<file path="config.mk">
export PLATFORM = sky130hd
export DESIGN_NAME = io_responder
export DESIGN_NICKNAME = d
export VERILOG_FILES = /design/src/rtl/io_responder.sv
export SDC_FILE = /design/constraint.sdc
export NUM_CORES = 1
export LEC_CHECK = 0
export BUFFER_PORTS_ARGS = -buffer_cell sky130_fd_sc_hd__buf_2
export CAP_MARGIN = 20
export CORE_ASPECT_RATIO = 0.5
export CORE_UTILIZATION = 51
export DETAILED_ROUTE_END_ITERATION = 6
export PLACE_DENSITY = 0.73
export SETUP_SLACK_MARGIN = 0.02
export SKIP_CTS_REPAIR_TIMING = 1
export SYNTH_ARGS = -nofsm -noshare
export SYNTH_HDL_FRONTEND = slang
export SYNTH_SLANG_ARGS = --single-unit
export TNS_END_PERCENT = 10
</file>
<file path="constraint.sdc">
create_clock -name clk -period 2.47 [get_ports clk]
set_clock_uncertainty 0.1 [all_clocks]
set_input_delay 0.247 -clock clk [delete_from_list [all_inputs] [get_ports clk]]
set_output_delay 0.247 -clock clk [all_outputs]
set_load 0.01 [all_outputs]
</file>
<file path="src/rtl/io_responder.sv">
// -----------------------------------------------------------------------------
// io_responder
//
// Memory-mapped board I/O block for a small CPU.
//   - Four 32-bit registers are selected by io_sel:
//       0 SW  : debounced switches, zero-extended (read-only)
//       1 LED : low 16 bits drive the LEDs (read/write)
//       2 SEG : eight hex digits for the seven-segment display (read/write)
//       3 BTN : bit 0 is a sticky "button pressed" flag (read-only;
//               a read clears it)
//   - Loads are combinational, so there is no wait state.
//   - Stores update the register at the same rising edge.
//   - Switches and the button each pass through a two-flop synchronizer and
//     then a saturating debounce counter.
//   - A free-running prescaler multiplexes the eight display digits.
//
// Ports
//   clk       system clock; all state changes on its rising edge
//   rst       synchronous active-high reset
//   IoRead    load strobe; one cycle per load
//   IoWrite   store strobe; one cycle per store
//   io_sel    register select (ALU result bits [23:22])
//   io_wdata  store data
//   io_rdata  load data; zero whenever IoRead is low
//   sw_in     raw switches (asynchronous)
//   btn_in    raw button, active-high (asynchronous)
//   led_out   LED drive, active-high
//   seg_an    digit enables, active-low, one digit at a time
//   seg_out   segments {dp,g,f,e,d,c,b,a}, active-low
// -----------------------------------------------------------------------------
module io_responder #(
  parameter int DEBOUNCE_CYCLES = 1000000,
  parameter int SCAN_DIV        = 100000
) (
  input  logic        clk,
  input  logic        rst,
  input  logic        IoRead,
  input  logic        IoWrite,
  input  logic [1:0]  io_sel,
  input  logic [31:0] io_wdata,
  output logic [31:0] io_rdata,
  input  logic [15:0] sw_in,
  input  logic        btn_in,
  output logic [15:0] led_out,
  output logic [7:0]  seg_an,
  output logic [7:0]  seg_out
);

  // Counter widths are kept at least one bit wide so that degenerate
  // parameter values (1) still elaborate.
  localparam int DW = (DEBOUNCE_CYCLES > 1) ? $clog2(DEBOUNCE_CYCLES) : 1;
  localparam int PW = (SCAN_DIV > 1) ? $clog2(SCAN_DIV) : 1;
  localparam logic [DW-1:0] DB_LAST   = DW'(DEBOUNCE_CYCLES - 1);
  localparam logic [PW-1:0] SCAN_LAST = PW'(SCAN_DIV - 1);

  localparam logic [1:0] SEL_SW  = 2'd0;
  localparam logic [1:0] SEL_LED = 2'd1;
  localparam logic [1:0] SEL_SEG = 2'd2;
  localparam logic [1:0] SEL_BTN = 2'd3;

  // ---------------------------------------------------------------------------
  // State
  // ---------------------------------------------------------------------------
  logic [15:0]   led_reg,       led_next;
  logic [31:0]   seg_reg,       seg_next;
  logic          pending_reg,   pending_next;

  logic [15:0]   sw_meta_reg,   sw_sync_reg;
  logic [15:0]   sw_stable_reg, sw_stable_next;
  logic [DW-1:0] sw_cnt_reg,    sw_cnt_next;

  logic          btn_meta_reg,  btn_sync_reg;
  logic          btn_stable_reg, btn_stable_next;
  logic [DW-1:0] btn_cnt_reg,   btn_cnt_next;

  logic [PW-1:0] presc_reg,     presc_next;
  logic [2:0]    digit_reg,     digit_next;

  // ---------------------------------------------------------------------------
  // Debounce
  // While the synchronized value matches the accepted value, the counter
  // sits at zero. Otherwise it counts up one step per cycle. When it has
  // reached DEBOUNCE_CYCLES-1 and the input still differs, the new value is
  // accepted. The counter never wraps. A glitch shorter than the window lets
  // the synchronized value fall back to the accepted value, which zeroes the
  // counter again.
  // ---------------------------------------------------------------------------
  logic sw_differs, sw_accept;
  logic btn_differs, btn_accept, btn_press;

  always_comb begin
    sw_differs     = (sw_sync_reg != sw_stable_reg);
    sw_accept      = sw_differs && (sw_cnt_reg == DB_LAST);
    sw_stable_next = sw_stable_reg;
    sw_cnt_next    = sw_cnt_reg;
    if (!sw_differs) begin
      sw_cnt_next = '0;
    end else if (sw_accept) begin
      sw_stable_next = sw_sync_reg;
    end else begin
      sw_cnt_next = sw_cnt_reg + 1'b1;
    end
  end

  always_comb begin
    btn_differs     = (btn_sync_reg != btn_stable_reg);
    btn_accept      = btn_differs && (btn_cnt_reg == DB_LAST);
    // The button value only differs when it changes, so accepting a 1 is
    // exactly the rising edge of the debounced button.
    btn_press       = btn_accept && btn_sync_reg;
    btn_stable_next = btn_stable_reg;
    btn_cnt_next    = btn_cnt_reg;
    if (!btn_differs) begin
      btn_cnt_next = '0;
    end else if (btn_accept) begin
      btn_stable_next = btn_sync_reg;
    end else begin
      btn_cnt_next = btn_cnt_reg + 1'b1;
    end
  end

  // ---------------------------------------------------------------------------
  // CPU register writes and the sticky press flag
  // ---------------------------------------------------------------------------
  always_comb begin
    led_next     = led_reg;
    seg_next     = seg_reg;
    pending_next = pending_reg;
    if (IoWrite) begin
      case (io_sel)
        SEL_LED: led_next = io_wdata[15:0];
        SEL_SEG: seg_next = io_wdata;
        default: ;  // SW and BTN are read-only
      endcase
    end
    // A press landing in the same cycle as a clearing read must not be lost.
    if (btn_press) begin
      pending_next = 1'b1;
    end else if (IoRead && (io_sel == SEL_BTN)) begin
      pending_next = 1'b0;
    end
  end

  // ---------------------------------------------------------------------------
  // Display scan
  // ---------------------------------------------------------------------------
  always_comb begin
    presc_next = presc_reg;
    digit_next = digit_reg;
    if (presc_reg == SCAN_LAST) begin
      presc_next = '0;
      digit_next = digit_reg + 3'd1;  // 7 wraps to 0 naturally
    end else begin
      presc_next = presc_reg + 1'b1;
    end
  end

  // ---------------------------------------------------------------------------
  // State registers
  // ---------------------------------------------------------------------------
  always_ff @(posedge clk) begin
    if (rst) begin
      led_reg        <= '0;
      seg_reg        <= '0;
      pending_reg    <= 1'b0;
      sw_meta_reg    <= '0;
      sw_sync_reg    <= '0;
      sw_stable_reg  <= '0;
      sw_cnt_reg     <= '0;
      btn_meta_reg   <= 1'b0;
      btn_sync_reg   <= 1'b0;
      btn_stable_reg <= 1'b0;
      btn_cnt_reg    <= '0;
      presc_reg      <= '0;
      digit_reg      <= '0;
    end else begin
      led_reg        <= led_next;
      seg_reg        <= seg_next;
      pending_reg    <= pending_next;
      sw_meta_reg    <= sw_in;
      sw_sync_reg    <= sw_meta_reg;
      sw_stable_reg  <= sw_stable_next;
      sw_cnt_reg     <= sw_cnt_next;
      btn_meta_reg   <= btn_in;
      btn_sync_reg   <= btn_meta_reg;
      btn_stable_reg <= btn_stable_next;
      btn_cnt_reg    <= btn_cnt_next;
      presc_reg      <= presc_next;
      digit_reg      <= digit_next;
    end
  end

  // ---------------------------------------------------------------------------
  // Load path: purely combinational, so a single-cycle load sees the
  // register value from before the edge, even during a simultaneous store.
  // ---------------------------------------------------------------------------
  always_comb begin
    io_rdata = '0;
    if (IoRead) begin
      case (io_sel)
        SEL_SW:  io_rdata = {16'h0000, sw_stable_reg};
        SEL_LED: io_rdata = {16'h0000, led_reg};
        SEL_SEG: io_rdata = seg_reg;
        SEL_BTN: io_rdata = {31'd0, pending_reg};
        default: io_rdata = '0;
      endcase
    end
  end

  assign led_out = led_reg;

  // ---------------------------------------------------------------------------
  // Display drive
  // ---------------------------------------------------------------------------
  logic [3:0] seg_nibble [8];
  logic [3:0] cur_nibble;

  for (genvar gi = 0; gi < 8; gi++) begin : g_digit
    assign seg_nibble[gi] = seg_reg[4*gi +: 4];
    assign seg_an[gi]     = (digit_reg != 3'(gi));
  end

  assign cur_nibble = seg_nibble[digit_reg];

  // Active-low glyphs; bit 7 (decimal point) is always held off.
  always_comb begin
    seg_out = 8'hFF;
    case (cur_nibble)
      4'h0: seg_out = 8'hC0;
      4'h1: seg_out = 8'hF9;
      4'h2: seg_out = 8'hA4;
      4'h3: seg_out = 8'hB0;
      4'h4: seg_out = 8'h99;
      4'h5: seg_out = 8'h92;
      4'h6: seg_out = 8'h82;
      4'h7: seg_out = 8'hF8;
      4'h8: seg_out = 8'h80;
      4'h9: seg_out = 8'h90;
      4'hA: seg_out = 8'h88;
      4'hB: seg_out = 8'h83;
      4'hC: seg_out = 8'hC6;
      4'hD: seg_out = 8'hA1;
      4'hE: seg_out = 8'h86;
      4'hF: seg_out = 8'h8E;
      default: seg_out = 8'hFF;
    endcase
  end

endmodule

</file>
Word level (Yosys, flattened, before mapping)
Memories as Yosys holds them, arrays and structs flattened.
Index checks and enable logic that the tools add are counted.

operators by class
  add/sub/neg operators = 4
  multiply operators = 0
  divide/modulo/power cells = 0
  $lt $le $gt $ge = 1
  eq/ne operators = 15
  shifts and indexed selects = 0
  muxes and demuxes = 7
  bitwise operators = 3
  reductions and logical operators = 14

operator list
  operator                                                   count
  one-hot mux 32 bit (4 select lines)                        1
  adder 20 x 1 -> 20 bit (second input constant)             2
  == test 20 bit (second input constant)                     2
  2-to-1 mux 32 bit                                          1
  adder 17 x 1 -> 17 bit (second input constant)             1
  == test 17 bit (second input constant)                     1
  != test 16 bit                                             1
  binary-select mux 4 bit (select 3 bit)                     1
  != test 3 bit (second input constant)                      4
  2-to-1 mux 4 bit                                           2
  AND reduction 2 bit                                        4
  != test 3 x 2 -> 1 bit (second input constant)             2
  OR reduction 2 bit                                         3
  == test 2 bit (second input constant)                      2
  greater-or-equal comparator 4 bit (second input constant)  1
  logical AND 1 bit                                          4
  inverter 3 -> 4 bit                                        1
  adder 3 x 1 -> 3 bit (second input constant)               1
  != test 3 x 1 -> 1 bit (second input constant)             1
  nonzero test 3 bit                                         1
  == test 2 x 1 -> 1 bit (second input constant)             1
  logical NOT 2 bit                                          1
  2-to-1 mux 1 bit                                           2
  inverter 1 bit                                             2
  2 further kinds                                            2

word-level totals
  register bits after elaboration = 160
  latch bits = 0
  memory bits (writable) = 0
  memory bits (read-only) = 112
  input bits = 55
  output and inout port bits = 64
  word-level logic and storage cells = 58
  memories kept = 1

memory list
  name              depth  bits a word  rd ports  clocked after Yosys merged registers in  write ports  line  RTL
  (name not given)  16     7            1         0                                        0            228   case (cur_nibble)

Depth between registers and ports, before layout
An unclocked memory read counts as a cell.

  depth in word-level cells = 5
  gate-level depth with buffers = 9

Worst setup path after synthesis
OpenSTA, ideal clock, no wires.

  path type = register -> output
  start = reg digit_reg[0]
  end = out seg_out[3]
  arrival time = 2.186 ns
  data required time = 2.123 ns
  slack = -0.063 ns
  stages on the path, launching flop included = 10
  buffers on the path = 1
  path through = dfxtp_1 -> buf_2 -> mux4_2 -> mux2i_1 -> inv_1 -> ha_1 -> inv_1 -> nor2_1 -> nand3b_1 -> o21a_1

on the way
  word-level cells in the longest chain between the ends = 5

ends and longest elaborated chain
  item                                                 line  RTL
  start: declaration                                   77    logic [2:0] digit_reg, digit_next;
  start signal: assignment                             189   digit_reg <= digit_next;
  inverter 3 -> 4 bit (implied by the code)            223   assign cur_nibble = seg_nibble[digit_reg];
  binary-select mux 4 bit (select 3 bit)               223
  2-to-1 mux 4 bit (implied by the code) (2 in a row)  223
  memory (16 x 7 bit)                                  -
  end: declaration                                     46    output logic [7:0] seg_out

No other way between the ends. The select of a mux whose other input is x is not followed.

Worst setup path in the final report
  start = reg digit_reg[0]
  end = out seg_out[0]

Same word-level chain as after synthesis.

==> impl_metrics.py <==
metrics = {
    "run_status": {
        "run_status": "finished with violations",
        "violations": "hold timing, setup timing",
    },
    "place": {
        "dp.cells": 1138,
        "portBuffers": 117,
        "dp_hpwl_um": 11200,
        "gp_congestion": 0.825,
    },
    "logic_synthesis": {
        "netlist_area_um2": 7230,
        "syn_avg_cell_area_um2": 8.41,
        "yosysWarnings": 0,
        "synth_nets": 928,
        "ys_seq_elements": 160,
        "synth.distinct_cells": 46,
        "synthCells": 859,
        "synth-seq-area-share": 0.443,
    },
    "timing": {
        "setup_viol": 7,
        "drv_slew": 0,
        "relSlewSlack": 0.490,
        "setup_slack_ns": -0.284,
        "fin_crit_ns": 2.75,
        "post-route-period-util": 1.11,
        "hold_slack_ns": -0.0112,
        "max_freq_ghz": 0.363,
        "rsz0062_at_grt": "true",
        "worst_pin_slew_ns": 0.765,
        "setup_tns_ns": -1.62,
        "finalHoldViolations": 5,
    },
    "routing": {
        "viasPerCell": 5.25,
        "drt-total-wl_um": 17600,
        "drc": 0,
        "vias": 6364,
        "post_drt_wl_per_cell_um": 14.5,
        "drt-pass1-iter-count": 5,
        "antenna_left": 0,
        "drt-initial-drc-count": 482,
    },
    "cells_and_area": {
        "largest_reg_flops": 32,
        "diodes": 0,
        "fin_util": 0.662,
        "layout_common_cells": "dfxtp_1, nand2_1, buf_2",
        "layout-drive-gt1-share": 0.192,
        "syn2layout_area_growth_pct": 25.5,
        "stdcell_count": 1212,
        "finalNetCount": 1076,
        "layout_commonest_cell": "dfxtp_1",
    },
    "worst_setup_path": {
        "worstPathMaxFanout": 7,
        "r2r_cells": 6,
        "critPathRequiredTime_ns": 2.12,
        "worstSetupPathType": "flip-flop to output port",
        "arrival_ns": 2.41,
        "crit_path_start_kind": "flip-flop",
        "end_kind": "output port",
    },
    "cts": {
        "cts_buffers": 17,
        "clock_sinks": 160,
        "cts.clk_slew.worst_paths_ns": 0.06,
        "insertion_delay_ns": 0.42,
        "cts_tree": "built",
        "cts.path.max_buffers": 2,
        "cts-root-buf": "clkbuf_16",
        "htreeDepth": 4,
    },
    "global_routing": {
        "antenna_found_initial": 0,
        "grt_max_degree": 50,
        "grt_pass1_vias": 5618,
        "track_usage": 0.230,
        "grt_pass1_wl_um": 26800,
        "globalRouteOverflowTotal": 0,
    },
    "floorplanning": {
        "fp.dieH_um": 86.2,
        "core.rowCount": 30,
        "ioPinCount": 119,
        "start_util": 0.528,
        "fp.dieArea_um2": 14700,
        "core_um2": 13700,
        "die_w_um": 170,
    },
    "pwr": {
        "p_leak_nw": 3.60,
        "peakVddDrop_uv": 321,
        "p_per_area_nw_per_um2": 652,
        "p_total_mw": 5.92,
    },
    "hold_path": {
        "min_path_cells": 3,
        "min_path_type": "primary input to flip-flop",
    },
    "flow_run": {
        "cap_violations": 0,
    },
}
## Yosys cell counts (all sizes together)
master,instances,area (µm²)
inv,21,78.8
or2,3,18.8
and2,35,219
nor3,13,70.1
mux4,9,203
a22o,3,26.3
nor3b,1,7.51
o21a,1,7.51
nor4b,4,35.0
and3,5,31.3
clkbuf,37,140
o31ai,2,15.0
or4,2,15.0
nand4,10,62.6
nand3,35,175
mux2i,25,250
a21oi,83,419
or3,15,93.8
nand2b,4,25.0
dfxtp,160,3200
ha,14,175
nor2b,36,225
conb,1,3.75
a41o,1,10.0
nand3b,1,7.51
o2bb2ai,1,8.76
buf,13,86.3
nor4,10,62.6
or4b,1,10.0
nor2,60,225
o21ai,45,225
mux2,1,11.3
and4,4,35.0
xor2,27,236
nand2,146,548
a22oi,1,7.51
xnor2,29,254
## path summary, 6_finish.rpt
kind	slack [ns]	from	end
max	-0.28	digit_reg[0]	seg_out[0]
min	-0.01	io_wdata[1]	led_out[1]
max reg2reg	0.34	sw_cnt_reg[16]	sw_cnt_reg[4]
min reg2reg	0.34	sw_meta_reg[4]	sw_sync_reg[4]
## worst max-delay path, stage by stage (launching register included)
cell	delay (ns)
dfxtp_2	0.34
buf_6	0.13
mux4_2	0.52
mux2_4	0.33
and2_1	0.18
a22oi_1	0.23
o31ai_1	0.10
buf_2	0.15
## layer usage
metal	track usage	vias up	routed length, µm
met5	0	-	0
met3	0.0388	29	862
met1	0.316	2982	8100
met4	0.0753	0	303
met2	0.371	176	8300
li1	-	3177	-
## cells by family (layout without fill, tap and decap cells)
kind of cell / Yosys count / in the layout / share of synthesized area
multiplexers: 35 / 35 / 0.0642
AO/OA/AOI/OAI: 137 / 137 / 0.0995
adder cells (fa/ha/maj): 14 / 14 / 0.0242
XOR/XNOR: 56 / 56 / 0.0679
buffers and inverters: 71 / 232 / 0.0422
flip-flops: 160 / 160 / 0.443
AND/OR/NAND/NOR: 385 / 385 / 0.258
other: 1 / 1 / 0.000519
## power by group
group,total (mW),leakage (nW),switching [mW],internal (mW)
logic,0.386,1.98,0.210,0.176
clock network,2.85,0.319,1.05,1.80
registers,2.68,1.30,0.0422,2.64
total,5.92,3.60,1.30,4.62
## metrics by stage
stage / cell area (µm²) / worst slack [ns]
after floorplan: 7240 / 0.0985
after global placement: 7990 / 0.0886
after detailed placement: 7990 / 0.0262
after CTS: 8630 / -0.429
after global routing: 9070 / -0.378
final: 9070 / -0.284
## cell type report
| type | count | area, µm² |
|---|---|---|
| Fill cell | 1082 | 4630 |
| Multi-Input combinational cell | 628 | 3750 |
| Sequential cell | 160 | 3200 |
| Timing Repair Buffer | 179 | 1160 |
| Clock buffer | 18 | 429 |
| Tap cell | 192 | 240 |
| Clock inverter | 14 | 210 |
| Inverter | 21 | 78.8 |
(Power assumes the default switching activity.)
